<file path="src/rtl/gen_clk_pkg.sv">
// gen_clk_pkg: shared types and constants for the gen_clk_divider block.
//   state_t : ratio-tracking FSM states (ACQUIRE, LOCKED, SWITCH)
//   DIV_MIN : smallest legal divide ratio
package gen_clk_pkg;

    typedef enum logic [1:0] {
        ACQUIRE = 2'd0,   // counting stable periods towards lock
        LOCKED  = 2'd1,   // ratio stable, lock asserted
        SWITCH  = 2'd2    // new ratio pending, applied at the next wrap
    } state_t;

    localparam int DIV_MIN = 2;

endpackage

</file>
<file path="src/rtl/gen_clk_divider_div_counter.sv">
// div_counter: period counter producing the registered divided clock.
//   clk    : source clock
//   rst    : asynchronous active-high reset
//   div    : active divide ratio (>= 2)
//   wrap   : high in the cycle the counter sits at div-1 (end of a period)
//   clkout : divided clock, high floor(div/2) cycles, low ceil(div/2) cycles
//   clk_en : one-cycle pulse in the cycle clkout rises
module div_counter #(
    parameter int CNT_W   = 8,
    parameter int RST_CNT = 1
) (
    input  logic             clk,
    input  logic             rst,
    input  logic [CNT_W-1:0] div,
    output logic             wrap,
    output logic             clkout,
    output logic             clk_en
);

    logic [CNT_W-1:0] cnt;
    logic [CNT_W-1:0] next_cnt;

    assign wrap     = (cnt == div - CNT_W'(1));
    assign next_cnt = wrap ? '0 : cnt + CNT_W'(1);

    // Resetting cnt to div-1 makes the very first edge after reset a wrap,
    // so the output starts with a rising edge and an enable pulse.
    // NOTE: state registers use non-blocking assignments so every flop
    // samples the pre-edge values regardless of statement order.
    always_ff @(posedge clk or posedge rst) begin
        if (rst) begin
            cnt    <= CNT_W'(RST_CNT);
            clkout <= 1'b0;
            clk_en <= 1'b0;
        end else begin
            cnt    <= next_cnt;
            clkout <= (next_cnt < (div >> 1));
            clk_en <= (next_cnt == '0);
        end
    end

endmodule

</file>
<file path="src/rtl/gen_clk_divider.sv">
// gen_clk_divider: programmable counter-based clock divider with a runtime
// ratio-change handshake and a lock indicator.
//   clk       : source clock
//   rst       : asynchronous active-high reset
//   cfg_div   : requested divide ratio
//   cfg_valid : request strobe for cfg_div
//   cfg_ready : a request can be accepted this cycle (low while a switch is pending)
//   cfg_err   : one-cycle pulse after an accepted request with cfg_div < 2
//   clkout    : registered divided clock
//   clk_en    : one-cycle pulse in the cycle clkout rises
//   locked    : ratio stable for at least LOCK_PERIODS complete periods
module gen_clk_divider
    import gen_clk_pkg::*;
#(
    parameter int CNT_W        = 8,
    parameter int DEFAULT_DIV  = 2,
    parameter int LOCK_PERIODS = 4
) (
    input  logic             clk,
    input  logic             rst,
    input  logic [CNT_W-1:0] cfg_div,
    input  logic             cfg_valid,
    output logic             cfg_ready,
    output logic             cfg_err,
    output logic             clkout,
    output logic             clk_en,
    output logic             locked
);

    localparam int LC_W = $clog2(LOCK_PERIODS + 1);

    state_t           state, state_nxt;
    logic [CNT_W-1:0] div, div_nxt;
    logic [CNT_W-1:0] pend_div, pend_nxt;
    logic [LC_W-1:0]  lock_cnt, lock_nxt;
    logic             cfg_err_nxt;
    logic             started;
    logic             wrap;
    logic             accept;

    div_counter #(
        .CNT_W   (CNT_W),
        .RST_CNT (DEFAULT_DIV - 1)
    ) u_div_counter (
        .clk    (clk),
        .rst    (rst),
        .div    (div),
        .wrap   (wrap),
        .clkout (clkout),
        .clk_en (clk_en)
    );

    assign cfg_ready = (state != SWITCH);
    assign accept    = cfg_valid & cfg_ready;
    assign locked    = (state == LOCKED);

    // NOTE: every variable written here is given a default first so no
    // path leaves it unassigned and no latch is inferred.
    always_comb begin
        state_nxt   = state;
        div_nxt     = div;
        pend_nxt    = pend_div;
        lock_nxt    = lock_cnt;
        cfg_err_nxt = 1'b0;

        case (state)
            ACQUIRE: begin
                // The wrap at the first edge after reset closes no real
                // period, so only wraps after that one are counted.
                if (wrap && started) begin
                    lock_nxt = lock_cnt + LC_W'(1);
                    if (lock_cnt == LC_W'(LOCK_PERIODS - 1)) begin
                        state_nxt = LOCKED;
                    end
                end
            end
            LOCKED: begin
            end
            SWITCH: begin
                // Counter restarts at 0 on this same edge, so the new
                // ratio governs a full fresh period.
                if (wrap) begin
                    div_nxt   = pend_div;
                    lock_nxt  = '0;
                    state_nxt = ACQUIRE;
                end
            end
            default: state_nxt = ACQUIRE;
        endcase

        // A request accepted on a wrap overrides the ACQUIRE/LOCKED
        // outcome above; the switch itself waits for the following wrap.
        if (accept) begin
            if (cfg_div < CNT_W'(DIV_MIN)) begin
                cfg_err_nxt = 1'b1;
            end else if (cfg_div != div) begin
                pend_nxt  = cfg_div;
                state_nxt = SWITCH;
            end
        end
    end

    always_ff @(posedge clk or posedge rst) begin
        if (rst) begin
            state    <= ACQUIRE;
            div      <= CNT_W'(DEFAULT_DIV);
            pend_div <= '0;
            lock_cnt <= '0;
            cfg_err  <= 1'b0;
            started  <= 1'b0;
        end else begin
            state    <= state_nxt;
            div      <= div_nxt;
            pend_div <= pend_nxt;
            lock_cnt <= lock_nxt;
            cfg_err  <= cfg_err_nxt;
            started  <= 1'b1;
        end
    end

endmodule

</file>
<file path="config.mk">
export PLATFORM = sky130hd
export DESIGN_NAME = gen_clk_divider
export DESIGN_NICKNAME = d
export VERILOG_FILES = /design/src/rtl/gen_clk_pkg.sv /design/src/rtl/gen_clk_divider_div_counter.sv /design/src/rtl/gen_clk_divider.sv
export SDC_FILE = /design/constraint.sdc
export NUM_CORES = 1
export LEC_CHECK = 0
export BUFFER_PORTS_ARGS = -buffer_cell sky130_fd_sc_hd__buf_4
export CORE_ASPECT_RATIO = 1.2
export CORE_MARGIN = 3
export CORE_UTILIZATION = 59
export DETAILED_ROUTE_END_ITERATION = 7
export PLACE_DENSITY = 0.86
export SLEW_MARGIN = 5
export SYNTH_ARGS = -nofsm -noshare
export SYNTH_HDL_FRONTEND = slang
export SYNTH_SLANG_ARGS = --single-unit
</file>
<file path="constraint.sdc">
create_clock -name clk -period 3.9 [get_ports clk]
set_clock_uncertainty 0.05 [all_clocks]
set_input_delay 0.39 -clock clk [delete_from_list [all_inputs] [get_ports clk]]
set_output_delay 0.39 -clock clk [all_outputs]
set_load 0.005 [all_outputs]
</file>
Word level (Yosys, flattened, before mapping)
Cells that the tools add are included. Widths: inputs -> output; s select.

Flip-flop bits (word level): 33. Bits in latches: 0. Memory bits (writable): 0. ROM bits: 0. Input bits: 11. Output and inout bits: 5. Word-level logic and storage cells: 44. Memories kept: 0.

Add/sub/neg operators: 3. Multipliers: 0. Div/mod/pow operators: 0. Order comparisons: 2. Eq/ne operators: 8. Shift-type cells: 0. Multiplexer cells: 13. Bitwise operators: 2. Reduce and logical (&&, ||, !) cells: 7.

Operators with widths (count): $mux 2 (6); $add 8x1->8 const B (1); $eq 8x8->1 (1); $logic_not 8->1 (1); $lt 8x2->1 const B (1); $lt 8x7->1 (1); $mux 8 (1); $ne 8x8->1 (1); $sub 8x1->8 const B (1); $mux 3 (2); $pmux 2 s3 (1); $pmux 3 s2 (1); $reduce_and 3->1 (2); $ne 2x2->1 const B (2); $add 3x1->3 const B (1); $eq 3x2->1 const B (1); $eq 2x1->1 const B (1); $eq 2x2->1 const B (1); $logic_not 2->1 (1); $mux 1 (2); $ne 2x1->1 const B (1); $reduce_and 2->1 (1); $reduce_bool 2->1 (1); $and 1x1->1 (1); 2 further kinds (2).

Longest topological paths before layout
Gate-level depths: netlist of the first run.

Word-level depth: 8. Depth in mapped cells: 14. Depth with buffers taken out: 13.

Cells and area by module
Synthesis of the first run repeated with hierarchy kept, for this count alone.

Cell total of the unflattened synthesis: 191. Area total of the unflattened synthesis: 1999.4 µm².

By module, submodules not included: gen_clk_divider (times used 1, cells each 80, area each 1051.0 µm², seq. area each 576.8 µm²); div_counter (times used 1, cells each 111, area each 948.4 µm², seq. area each 251.5 µm²).

Least setup slack after synthesis of the first run
Ideal clock, no wire load.

Kind: reg2reg. Start: reg div[1]. End: reg u_div_counter.clkout. Setup time: 0.123 ns. Arrival: 3.265 ns. Required time: 3.727 ns. Slack: 0.463 ns. Stages on the path, launching flop included: 12. Buffers on the path: 1. Clock period less this slack: 3.437 ns. Path through: dfstp_2 inv_1 ha_1 xnor2_1 or4_1 nor3_1 buf_2 nor2_1 ha_1 nand3_1 o41a_1 o221a_2.

Cells in the longest elaborated chain, start to end: 4.

RTL lines: start, declared (RTL line gen_clk_divider.sv:33) `logic [CNT_W-1:0] div, div_nxt;`; start signal, assigned (RTL line gen_clk_divider.sv:106) `div <= CNT_W'(DEFAULT_DIV);`; start signal, assigned (RTL line gen_clk_divider.sv:113) `div <= div_nxt;`; $sub 8x1->8 (RTL line gen_clk_divider_div_counter.sv:23) `assign wrap = (cnt == div - CNT_W'(1));`; $eq 8x8->1 (RTL line gen_clk_divider_div_counter.sv:23); $mux 8 (RTL line gen_clk_divider_div_counter.sv:24) `assign next_cnt = wrap ? '0 : cnt + CNT_W'(1);`; named net u_div_counter.next_cnt[6] (RTL line gen_clk_divider_div_counter.sv:21) `logic [CNT_W-1:0] next_cnt;`; $lt 8x7->1 (RTL line gen_clk_divider_div_counter.sv:37) `clkout <= (next_cnt < (div >> 1));`; end signal, assigned (RTL line gen_clk_divider_div_counter.sv:37); end, declared (RTL line gen_clk_divider_div_counter.sv:16) `output logic clkout,`.

The timed path passes the listed nets, and every way through them passes these cells. A chain may end at the register's enable or synchronous reset.

Worst setup path in the final report of the first run
Ends and elaborated chain as after synthesis.

==> metrics.md, run 1 <==
| Metric | Value |
|---|---|
| Max frequency | `0.2936 GHz` |
| Routed len/inst | `15.10 um` |
| Num CTS Buffers | `5` |
| Syn Nets | `200` |
| Count of pins over their slew limit | `0` |
| Fillers | `222` |
| Routed wire length | `3534 um` |
| Number of synthesized flops with an enable pin | `0` |
| Die Y | `slightly below 70 um` |
| Unique masters post-synth | `42` |
| Most used DFF post-synth | `dfrtp_1` |
| Worst EP arrival | `3.58 ns` |
| Async set-reset flop share out of synthesis | `1.000` |
| Starting Density | `0.6250` |
| Crit. End Element | `flip-flop` |
| Pwr per Cell Area | `263.3 nW/um2` |
| Max_slew headroom | `0.4615` |
| Vias in the first global route | `1406` |
| Resized Gates After CTS | `0` |
| Share of cells above drive strength 1 | `0.2273` |
| Max-cap violations | `0` |
| Synth warn | `0` |
| Syn_area_per_cell | `10.76 um2` |
| RSZ-0062 raised after global routing | `no` |
| HPWL after DPL | `2710 um` |
| Initial DRC count | `37` |
| Setup-failing EPs final | `0` |
| Status | `finished, final reports clean` |
| Gr ovfl total | `0` |
| Post-CTS Hold Buffers | `0` |
| Core Util, Final | `0.6895` |
| Die footprint | `3990 um2` |
| Antenna cells | `0` |
| Largest net degree at the start of global routing | `34` |
| Least-Margin Pin Slew | `0.8062 ns` |
| Root Buffer | `clkbuf_4` |
| P&R area growth vs syn | `10.32%` |
| TritonCTS clock tree | `done` |
| Ports | `16` |
| Crit start category | `flip-flop` |
| Fin Setup TNS | `0 ns` |
| Fin crit period | `around 3.4 ns` |
| Leakage | `0.001001 uW` |
| Post-DR vias/cell | `5.855` |
| Final #Nets | `218` |
| Number of remaining DRC errors | `0` |
| Post-synthesis sequential area ratio | `0.4299` |
| Clock Path Buffers | `2` |
| Syn Inst Count | `179` |
| Clk_lat worst skew | `0.34 ns` |
| Die width | `around 58 um` |
| Clock Pin Slew Worst Setup and Hold Paths | `0.10 ns` |
| Core area | `a little over 3000 um2` |
| Worst Hold Class | `in -> async` |
| Post-CTS Setup Bufs | `0` |
| Synthesized flop and latch total | `33` |
| Final ANT Viol Nets | `0` |
| Rows | `22` |
| Via count | `1370` |
| GRT Util Overall | `0.2092` |
| Maximum VDD drop | `0.3052 mV` |
| Drt first pass iters | `4` |
| First-pass GRT wire length | `6134 um` |
| Buffers added on ports | `15` |
| H-tree Lvls | `2` |
| WS Path Type | `reg -> reg` |
| Final worst-path cycle share | `0.8734` |
| Mapped Area | `1927 um2` |
| FF+latch area | `828.3 um2` |
| CP required | `4.08 ns` |
| Worst-path fanout max | `14` |
| GPL Wtd Cong | `0.8316` |
| Multi-input gate area | `1021 um2` |
| Final Hold Viols | `0` |
| Clk sinks | `33` |
| Hold slack | `0.06823 ns` |
| Initial antenna violation count | `0` |
-- sequential cells by signal, summed over array words and instances, names as in the netlist --
name                  count
pend_div                  8
div                       8
u_div_counter.clk_en      1
state                     2
lock_cnt                  3
started                   1
cfg_err                   1
u_div_counter.cnt         8
u_div_counter.clkout      1
-- logic make-up after synthesis --
logic type	synth area share
other	0.001946
XOR/XNOR	0.1130
buffers and inverters	0.04026
adder cells (fa/ha/maj)	0.06494
AO/OA/AOI/OAI	0.08701
multiplexers	0.1039
flip-flops	0.4299
AND/OR/NAND/NOR	0.1591
-- cells in the mapped netlist, types with 2 or more instances --
library cell / number / area share
a21o_1: 2 / 0.0078
nand2_1: 7 / 0.014
xnor2_1: 11 / 0.050
nor3_1: 2 / 0.0052
mux2i_1: 2 / 0.010
xor2_1: 12 / 0.055
nor4b_1: 2 / 0.0091
dfstp_2: 2 / 0.027
nor2_1: 17 / 0.033
nor2b_1: 4 / 0.013
nand3_1: 4 / 0.010
or4_1: 4 / 0.016
ha_1: 10 / 0.065
a32o_1: 3 / 0.016
mux2_2: 15 / 0.088
dfrtp_1: 31 / 0.40
o21ai_0: 2 / 0.0052
inv_1: 12 / 0.023
buf_2: 2 / 0.0052
clkbuf_1: 3 / 0.0058
o21bai_1: 3 / 0.012
and3_1: 3 / 0.0097
a21oi_1: 4 / 0.010
nor4_1: 4 / 0.013
-- final cells by class --
class,count,share of cell area
well taps,36,0.02119
clock buffers,8,0.02766
flip-flops and latches,33,0.3896
repair buffers,17,0.06004
multi-input cells,128,0.4803
inverters,12,0.02119
-- cell usage in the layout, fill, tap and decap left out, types with 2 or more instances in the layout --
master | netlist | layout
dfrtp_1 | 31 | 31
nor2_1 | 17 | 17
buf_4 | 0 | 17
mux2_2 | 15 | 15
inv_1 | 12 | 12
xor2_1 | 12 | 12
xnor2_1 | 11 | 11
ha_1 | 10 | 10
nand2_1 | 7 | 7
clkbuf_4 | 0 | 5
or4_1 | 4 | 4
nor2b_1 | 4 | 4
a21oi_1 | 4 | 4
nor4_1 | 4 | 4
nand3_1 | 4 | 4
o21bai_1 | 3 | 3
a32o_1 | 3 | 3
and3_1 | 3 | 3
nor4b_1 | 2 | 2
o21ai_0 | 2 | 2
nor3_1 | 2 | 2
mux2i_1 | 2 | 2
a21o_1 | 2 | 2
clkbuf_1 | 3 | 2
dfstp_2 | 2 | 2
-- where the power goes --
part | internal, uW | leakage [uW] | switching (uW) | total [uW]
Sequential | 343 | 0.000436 | 0.336 | 343
Clock | 88.8 | 0.0000326 | 106 | 195
Combinational | 9.42 | 0.000532 | 12.2 | 21.6
-- per-stage QoR --
stage / area, um2 / setup slack [ns] / power [uW] / instances
2_1_floorplan: 1927 / 0.4628 / 358.0 / 179
4_1_cts: 2126 / 0.4898 / 569.7 / 234
6_report: 2126 / 0.4938 / 559.7 / 234
3_3_place_gp: 2067 / 0.6074 / 370.6 / 226
3_5_place_dp: 2067 / 0.5174 / 371.7 / 226
5_1_grt: 2126 / 0.2917 / 586.2 / 234
-- final timing paths --
kind,to,startpoint,slack [ns],depth (start not counted)
min in group clk,cfg_err,cfg_valid,0.25,2
setup / recovery,u_div_counter.clkout,div[1],0.49,11
hold / removal,pend_div[7],rst,0.07,3
max in group asynchronous,u_div_counter.cnt[0],rst,3.39,3
setup reg to reg,u_div_counter.clkout,div[1],0.49,11
hold reg to reg,div[3],pend_div[3],0.46,1
-- worst max-delay path: stages, from the launching register on --
cell and delay, ns:
dfstp_2 0.58, inv_1 0.06, ha_1 0.29, xnor2_1 0.13
or4_1 0.63, nor3_1 0.21, buf_4 0.22, nor2_1 0.09
ha_1 0.30, nand3_1 0.10, o41a_1 0.38, o221a_2 0.27
-- per-layer routing --
| layer | global-route usage | wire length [um] | part of all wire |
|---|---|---|---|
| met1 | 0.2250 | 1451 | 0.41 |
| met5 | 0 | 0 | 0 |
| met2 | 0.3729 | 1834 | 0.52 |
| met3 | 0.05214 | 133 | 0.038 |
| met4 | 0.1217 | 114 | 0.032 |
Note: power is estimated with default switching activity, not from simulation.
==> run 2: changes to the inputs <==
--- a/config.mk
+++ b/config.mk
@@ -11,6 +11,7 @@
 export CORE_UTILIZATION = 59
 export DETAILED_ROUTE_END_ITERATION = 7
 export PLACE_DENSITY = 0.86
+export REMOVE_ABC_BUFFERS = 1
 export SLEW_MARGIN = 5
 export SYNTH_ARGS = -nofsm -noshare
 export SYNTH_HDL_FRONTEND = slang
==> metrics.md, run 2 (same netlist as run 1, synthesis figures left out) <==
| Metric | Value |
|---|---|
| Status | `finished, final reports clean` |
| First-pass GRT wire length | `6175 um` |
| Clock Path Buffers | `2` |
| Fin Setup TNS | `0 ns` |
| Die footprint | `roughly 4000 um2` |
| Vias in the first global route | `1390` |
| Routed len/inst | `~15 um` |
| Largest net degree at the start of global routing | `34` |
| CP required | `4.08 ns` |
| FF+latch area | `828.3 um2` |
| WS Path Type | `reg -> reg` |
| Final total power | `between 500 and 600 uW` |
| Final ANT Viol Nets | `0` |
| Crit. End Element | `flip-flop` |
| Largest regs | `div: 8 flops, pend_div: 8 flops, u_div_counter.cnt: 8 flops` |
| Clock Pin Slew Worst Setup and Hold Paths | `0.09 ns` |
| Final #Nets | `218` |
| Initial antenna violation count | `0` |
| Multi-input gate area | `1021 um2` |
| P&R area growth vs syn | `9.805%` |
| Count of pins over their slew limit | `0` |
| Clk sinks | `33` |
| Cell area after layout | `approximately 2100 um2` |
| Final Hold Viols | `0` |
| Final worst-path cycle share | `0.8890` |
| Fillers | `between 200 and 250` |
| Crit start category | `flip-flop` |
| Root Buffer | `clkbuf_4` |
| Placed cells | `226` |
| Most frequent cells in the layout | `dfrtp_1 (31), nor2_1 (17), buf_4 (17)` |
| Share of cells above drive strength 1 | `0.2222` |
| Commonest non-fill, non-tap cell in the layout | `dfrtp_1` |
| Worst-path fanout max | `14` |
| Routed wire length | `3581 um` |
| Leakage | `0.0009953 uW` |
| H-tree Lvls | `2` |
| Initial DRC count | `28` |
| Pwr per Cell Area | `255.4 nW/um2` |
| Setup-failing EPs final | `0` |
| Least-Margin Pin Slew | `0.7716 ns` |
| Ports | `16` |
| Core area | `between 3000 and 4000 um2` |
| Max_slew headroom | `0.4847` |
| Starting Density | `0.6250` |
| Drt first pass iters | `4` |
| TritonCTS clock tree | `done` |
| Cell Area, Placed | `around 2100 um2` |
| Max-cap violations | `0` |
| Post-CTS Hold Buffers | `0` |
| Antenna cells | `0` |
| Hold slack | `0.09044 ns` |
| Fin crit period | `3.467 ns` |
| Worst EP arrival | `3.64 ns` |
| Rows | `22` |
| Clk_lat worst skew | `0.33 ns` |
| Buffers added on ports | `15` |
| Via count | `1381` |
| GRT Util Overall | `0.2111` |
| Post-CTS Setup Bufs | `0` |
| RSZ-0062 raised after global routing | `no` |
| Worst Hold Class | `in -> async` |
| Number of remaining DRC errors | `0` |
| GPL Wtd Cong | `roughly 0.86` |
| Post-DR vias/cell | `5.902` |
| Final non-filler cell total | `between 200 and 250` |
| Resized Gates After CTS | `0` |
| Gr ovfl total | `0` |
| Max frequency | `0.2884 GHz` |
| Die width | `58.17 um` |
| Die Y | `68.60 um` |
| Maximum VDD drop | `0.2953 mV` |
| HPWL after DPL | `~2800 um` |
| Num CTS Buffers | `5` |
[run 2: cell types whose count changed in the layout (fill, tap and decap cells not counted)]
cell      delta
clkbuf_1     +1
clkbuf_8     -1
[run 2: routing by layer]
layer | vias to the layer above | routed length (um) | track usage
li1 | 664 | - | -
met1 | 675 | 1453 | 0.2342
met2 | 29 | 1901 | 0.3602
met3 | 13 | 116 | 0.06145
met4 | 0 | 109 | 0.1246
met5 | - | 0 | 0
[run 2: layout make-up]
type,instances,area share
clock buffer,8,0.02306
sequential,33,0.3915
multi-input combinational,128,0.4826
inverter,12,0.02129
tap,36,0.02129
timing repair buffer,17,0.06032
[run 2: final timing paths]
check	startpoint	end	slack, ns	cells after the start
min	rst	pend_div[7]	0.09	3
max reg2reg	div[0]	u_div_counter.clkout	0.43	13
min in group clk	cfg_div[0]	pend_div[0]	0.26	2
max	div[0]	u_div_counter.clkout	0.43	13
min reg2reg	lock_cnt[2]	lock_cnt[2]	0.45	1
max in group asynchronous	rst	u_div_counter.cnt[0]	3.38	3
[run 2: stage by stage]
step / util / setup slack [ns]
6_report: 0.6863 / 0.4329
5_1_grt: 0.6863 / 0.1596
4_1_cts: 0.6863 / 0.4641
3_5_place_dp: 0.6705 / 0.4823
3_3_place_gp: 0.6705 / 0.6067
2_1_floorplan: - / 0.1396
[run 2: critical path: stages (launching register included)]
cell,delay [ns]
dfrtp_1,0.46
inv_1,0.09
ha_1,0.17
nor3b_1,0.44
mux2i_1,0.28
mux2i_1,0.12
a21oi_1,0.36
nor3_1,0.08
buf_4,0.20
nor2_1,0.19
ha_1,0.17
nand3_1,0.10
o41a_1,0.37
o221a_2,0.26
[run 2: where the power goes]
group          total (uW)  switching (uW)  internal, uW
clock                 176             104          71.7
combinational        21.8            12.3          9.43
sequential            343           0.317           342
total                 540             117           424
==> run 3: changes to the inputs <==
--- a/config.mk
+++ b/config.mk
@@ -5,6 +5,7 @@
 export SDC_FILE = /design/constraint.sdc
 export NUM_CORES = 1
 export LEC_CHECK = 0
+export ABC_AREA = 1
 export BUFFER_PORTS_ARGS = -buffer_cell sky130_fd_sc_hd__buf_4
 export CORE_ASPECT_RATIO = 1.2
 export CORE_MARGIN = 3
==> metrics.md, run 3 <==
| Metric | Value |
|---|---|
| Cell with the most instances after synthesis | `nand2_1` |
| Post-synthesis sequential area ratio | `0.4206` |
| Clk_lat worst skew | `0.34 ns` |
| Most instantiated cells after synthesis | `nand2_1 (60), inv_1 (38), dfrtp_1 (31)` |
| Worst Hold Class | `in -> async` |
| Post-CTS Setup Bufs | `0` |
| CP required | `a little over 4 ns` |
| Crit start category | `flip-flop` |
| Die Y | `69.29 um` |
| HPWL after DPL | `approximately 3000 um` |
| CP max-delay cell | `dfstp_2` |
| Initial DRC count | `39` |
| Reg-to-reg endpoint | `u_div_counter.clkout` |
| Reg-to-reg slack, setup | `1.29 ns` |
| Routed len/inst | `12.60 um` |
| Synthesized flop and latch total | `33` |
| Critical Path Most Common Cell | `nand2_1` |
| Cell Area, Placed | `2115 um2` |
| Synth area leader | `dfrtp_1` |
| Critical path's top delay family | `simple AND/OR/NAND/NOR gates` |
| Clk sinks | `33` |
| Buffers added on ports | `15` |
| R2r startpoint | `div[1]` |
| Status | `finished, final reports clean` |
| Die width | `58.74 um` |
| GRT Util Overall | `0.2141` |
| Via count | `1639` |
| Clock Pin Slew Worst Setup and Hold Paths | `0.10 ns` |
| P&R area growth vs syn | `10.17%` |
| Cells on worst reg2reg path | `17` |
| GPL Wtd Cong | `0.8522` |
| Post-DR vias/cell | `5.356` |
| Worst EP arrival | `2.84 ns` |
| Bufs and invs on worst path | `3` |
| Final #Nets | `290` |
| Synth warn | `0` |
| Final worst-path cycle share | `0.6691` |
| Starting Density | `0.6276` |
| CP Depth | `17` |
| Largest net degree at the start of global routing | `34` |
| Number of synthesized flops with an enable pin | `0` |
| Syn_area_per_cell | `7.909 um2` |
| Fin crit period | `approximately 2.6 ns` |
| Fin Setup TNS | `0 ns` |
| Top cells by area, synth | `dfrtp_1 (39%), nand2_1 (11%), inv_1 (7.2%)` |
| RSZ-0062 raised after global routing | `no` |
| Initial antenna violation count | `0` |
| Critical path cell sequence | `inv_1, ha_1, inv_1, nand2_1, nand2_1, nand2_1, nor2_1, nand3_1, nor2_2, nand2_4, nand3_1, inv_1, ha_1, a21o_1, a21oi_1, nand2_1, a21oi_2` |
| Max frequency | `approximately 0.38 GHz` |
| Clock Path Buffers | `2` |
| WS Path Type | `reg -> reg` |
| Largest regs | `div: 8 flops, pend_div: 8 flops, u_div_counter.cnt: 8 flops` |
| Drt first pass iters | `4` |
| Final ANT Viol Nets | `0` |
| Cell area after layout | `2170 um2` |
| Share of cells above drive strength 1 | `0.1778` |
| Post-CTS Hold Buffers | `0` |
| Core area | `3138 um2` |
| Root Buffer | `clkbuf_4` |
| Gr ovfl total | `0` |
| Commonest non-fill, non-tap cell in the layout | `nand2_1` |
| Rows | `22` |
| Most frequent cells in the layout | `nand2_1 (60), inv_1 (38), dfrtp_1 (31)` |
| Die footprint | `4070 um2` |
| Setup-failing EPs final | `0` |
| Num CTS Buffers | `5` |
| Syn Inst Count | `249` |
| Async set-reset flop share out of synthesis | `1.000` |
| Resized Gates After CTS | `0` |
| Worst-path fanout max | `8` |
| Leakage | `roughly 0.0012 uW` |
| Pwr per Cell Area | `293.0 nW/um2` |
| Unique masters post-synth | `33` |
| Max-cap violations | `0` |
| Crit. End Element | `flip-flop` |
| Top-area cell type share of the netlist area | `0.3939` |
| Vias in the first global route | `~1500` |
| Mapped Area | `roughly 2000 um2` |
| Routed wire length | `3856 um` |
| First-pass GRT wire length | `6713 um` |
| TritonCTS clock tree | `done` |
| Count of pins over their slew limit | `0` |
| Final Hold Viols | `0` |
| Antenna cells | `0` |
| H-tree Lvls | `2` |
| Maximum VDD drop | `0.2709 mV` |
| Most used DFF post-synth | `dfrtp_1` |
| Ports | `16` |
| Number of remaining DRC errors | `0` |
| Largest stage delay, worst path | `0.58 ns` |
[run 3: cell types whose count changed in the layout (fill, tap and decap cells not counted), moves of 4 or more]
cell	delta
nand2_1	+53
inv_1	+26
mux2_2	-15
o21ai_0	+12
xnor2_1	-9
nor2_1	+8
a21oi_2	+6
nand3_1	+5
nor2_2	+4
nor2b_1	-4
or4_1	-4
[run 3: metrics by stage]
step,hold slack [ns],cells,power (uW),util,setup WS [ns]
2_1_floorplan,0.4037,246,429.3,-,1.487
3_3_place_gp,0.4165,298,450.3,0.6738,1.412
3_5_place_dp,0.4250,298,454.2,0.6738,1.308
4_1_cts,0.07581,306,641.2,0.6914,1.284
5_1_grt,0.09648,306,667.4,0.6914,1.109
6_report,0.07387,306,635.7,0.6914,1.291
[run 3: worst max-delay path by stage]
stage | from | end | slack, ns
global route | div[1] | u_div_counter.clkout | 1.11
floorplan | div[1] | u_div_counter.clkout | 1.49
finish | div[1] | u_div_counter.clkout | 1.29
detailed placement | div[1] | u_div_counter.clkout | 1.31
CTS | div[1] | u_div_counter.clkout | 1.28
global placement | div[1] | u_div_counter.clkout | 1.41
[run 3: cell families (layout without fill, tap and decap cells)]
kind of cell,Yosys count,count (layout),share of synthesized area
AO/OA/AOI/OAI,35,35,0.1099
XOR/XNOR,13,13,0.05781
adder cells (fa/ha/maj),10,10,0.06353
buffers and inverters,44,65,0.08958
flip-flops,33,33,0.4206
other,1,1,0.001904
AND/OR/NAND/NOR,113,113,0.2567
[run 3: final cells by class]
class / count / area [um2]
Timing Repair Buffer: 16 / 120.1
Clock buffer: 5 / 37.54
Tap cell: 36 / 45.04
Inverter: 41 / 156.4
Fill cell: 264 / 968.4
Sequential cell: 33 / 828.3
Multi-Input combinational cell: 172 / 964.7
Clock inverter: 3 / 17.52
[run 3: report_power, final]
| group | total, uW | internal, uW | switching [uW] | leakage, uW |
|---|---|---|---|---|
| Clock | 188 | 67.9 | 120 | 0.0000310 |
| Combinational | 62.6 | 23.4 | 39.2 | 0.000737 |
| Sequential | 385 | 372 | 12.7 | 0.000425 |
| Total | 636 | 464 | 172 | 0.00119 |
[run 3: worst min-delay path: stages]
cell and delay (ns):
buf_4 0.10, inv_1 0.04, buf_4 0.36
[run 3: metal layers]
layer / vias up / GRT usage / wire, um
li1: 825 / - / -
met1: 764 / 0.2728 / 1713
met2: 39 / 0.3391 / 1855
met3: 11 / 0.05214 / 186
met4: 0 / 0.09320 / 101
met5: - / 0 / 0
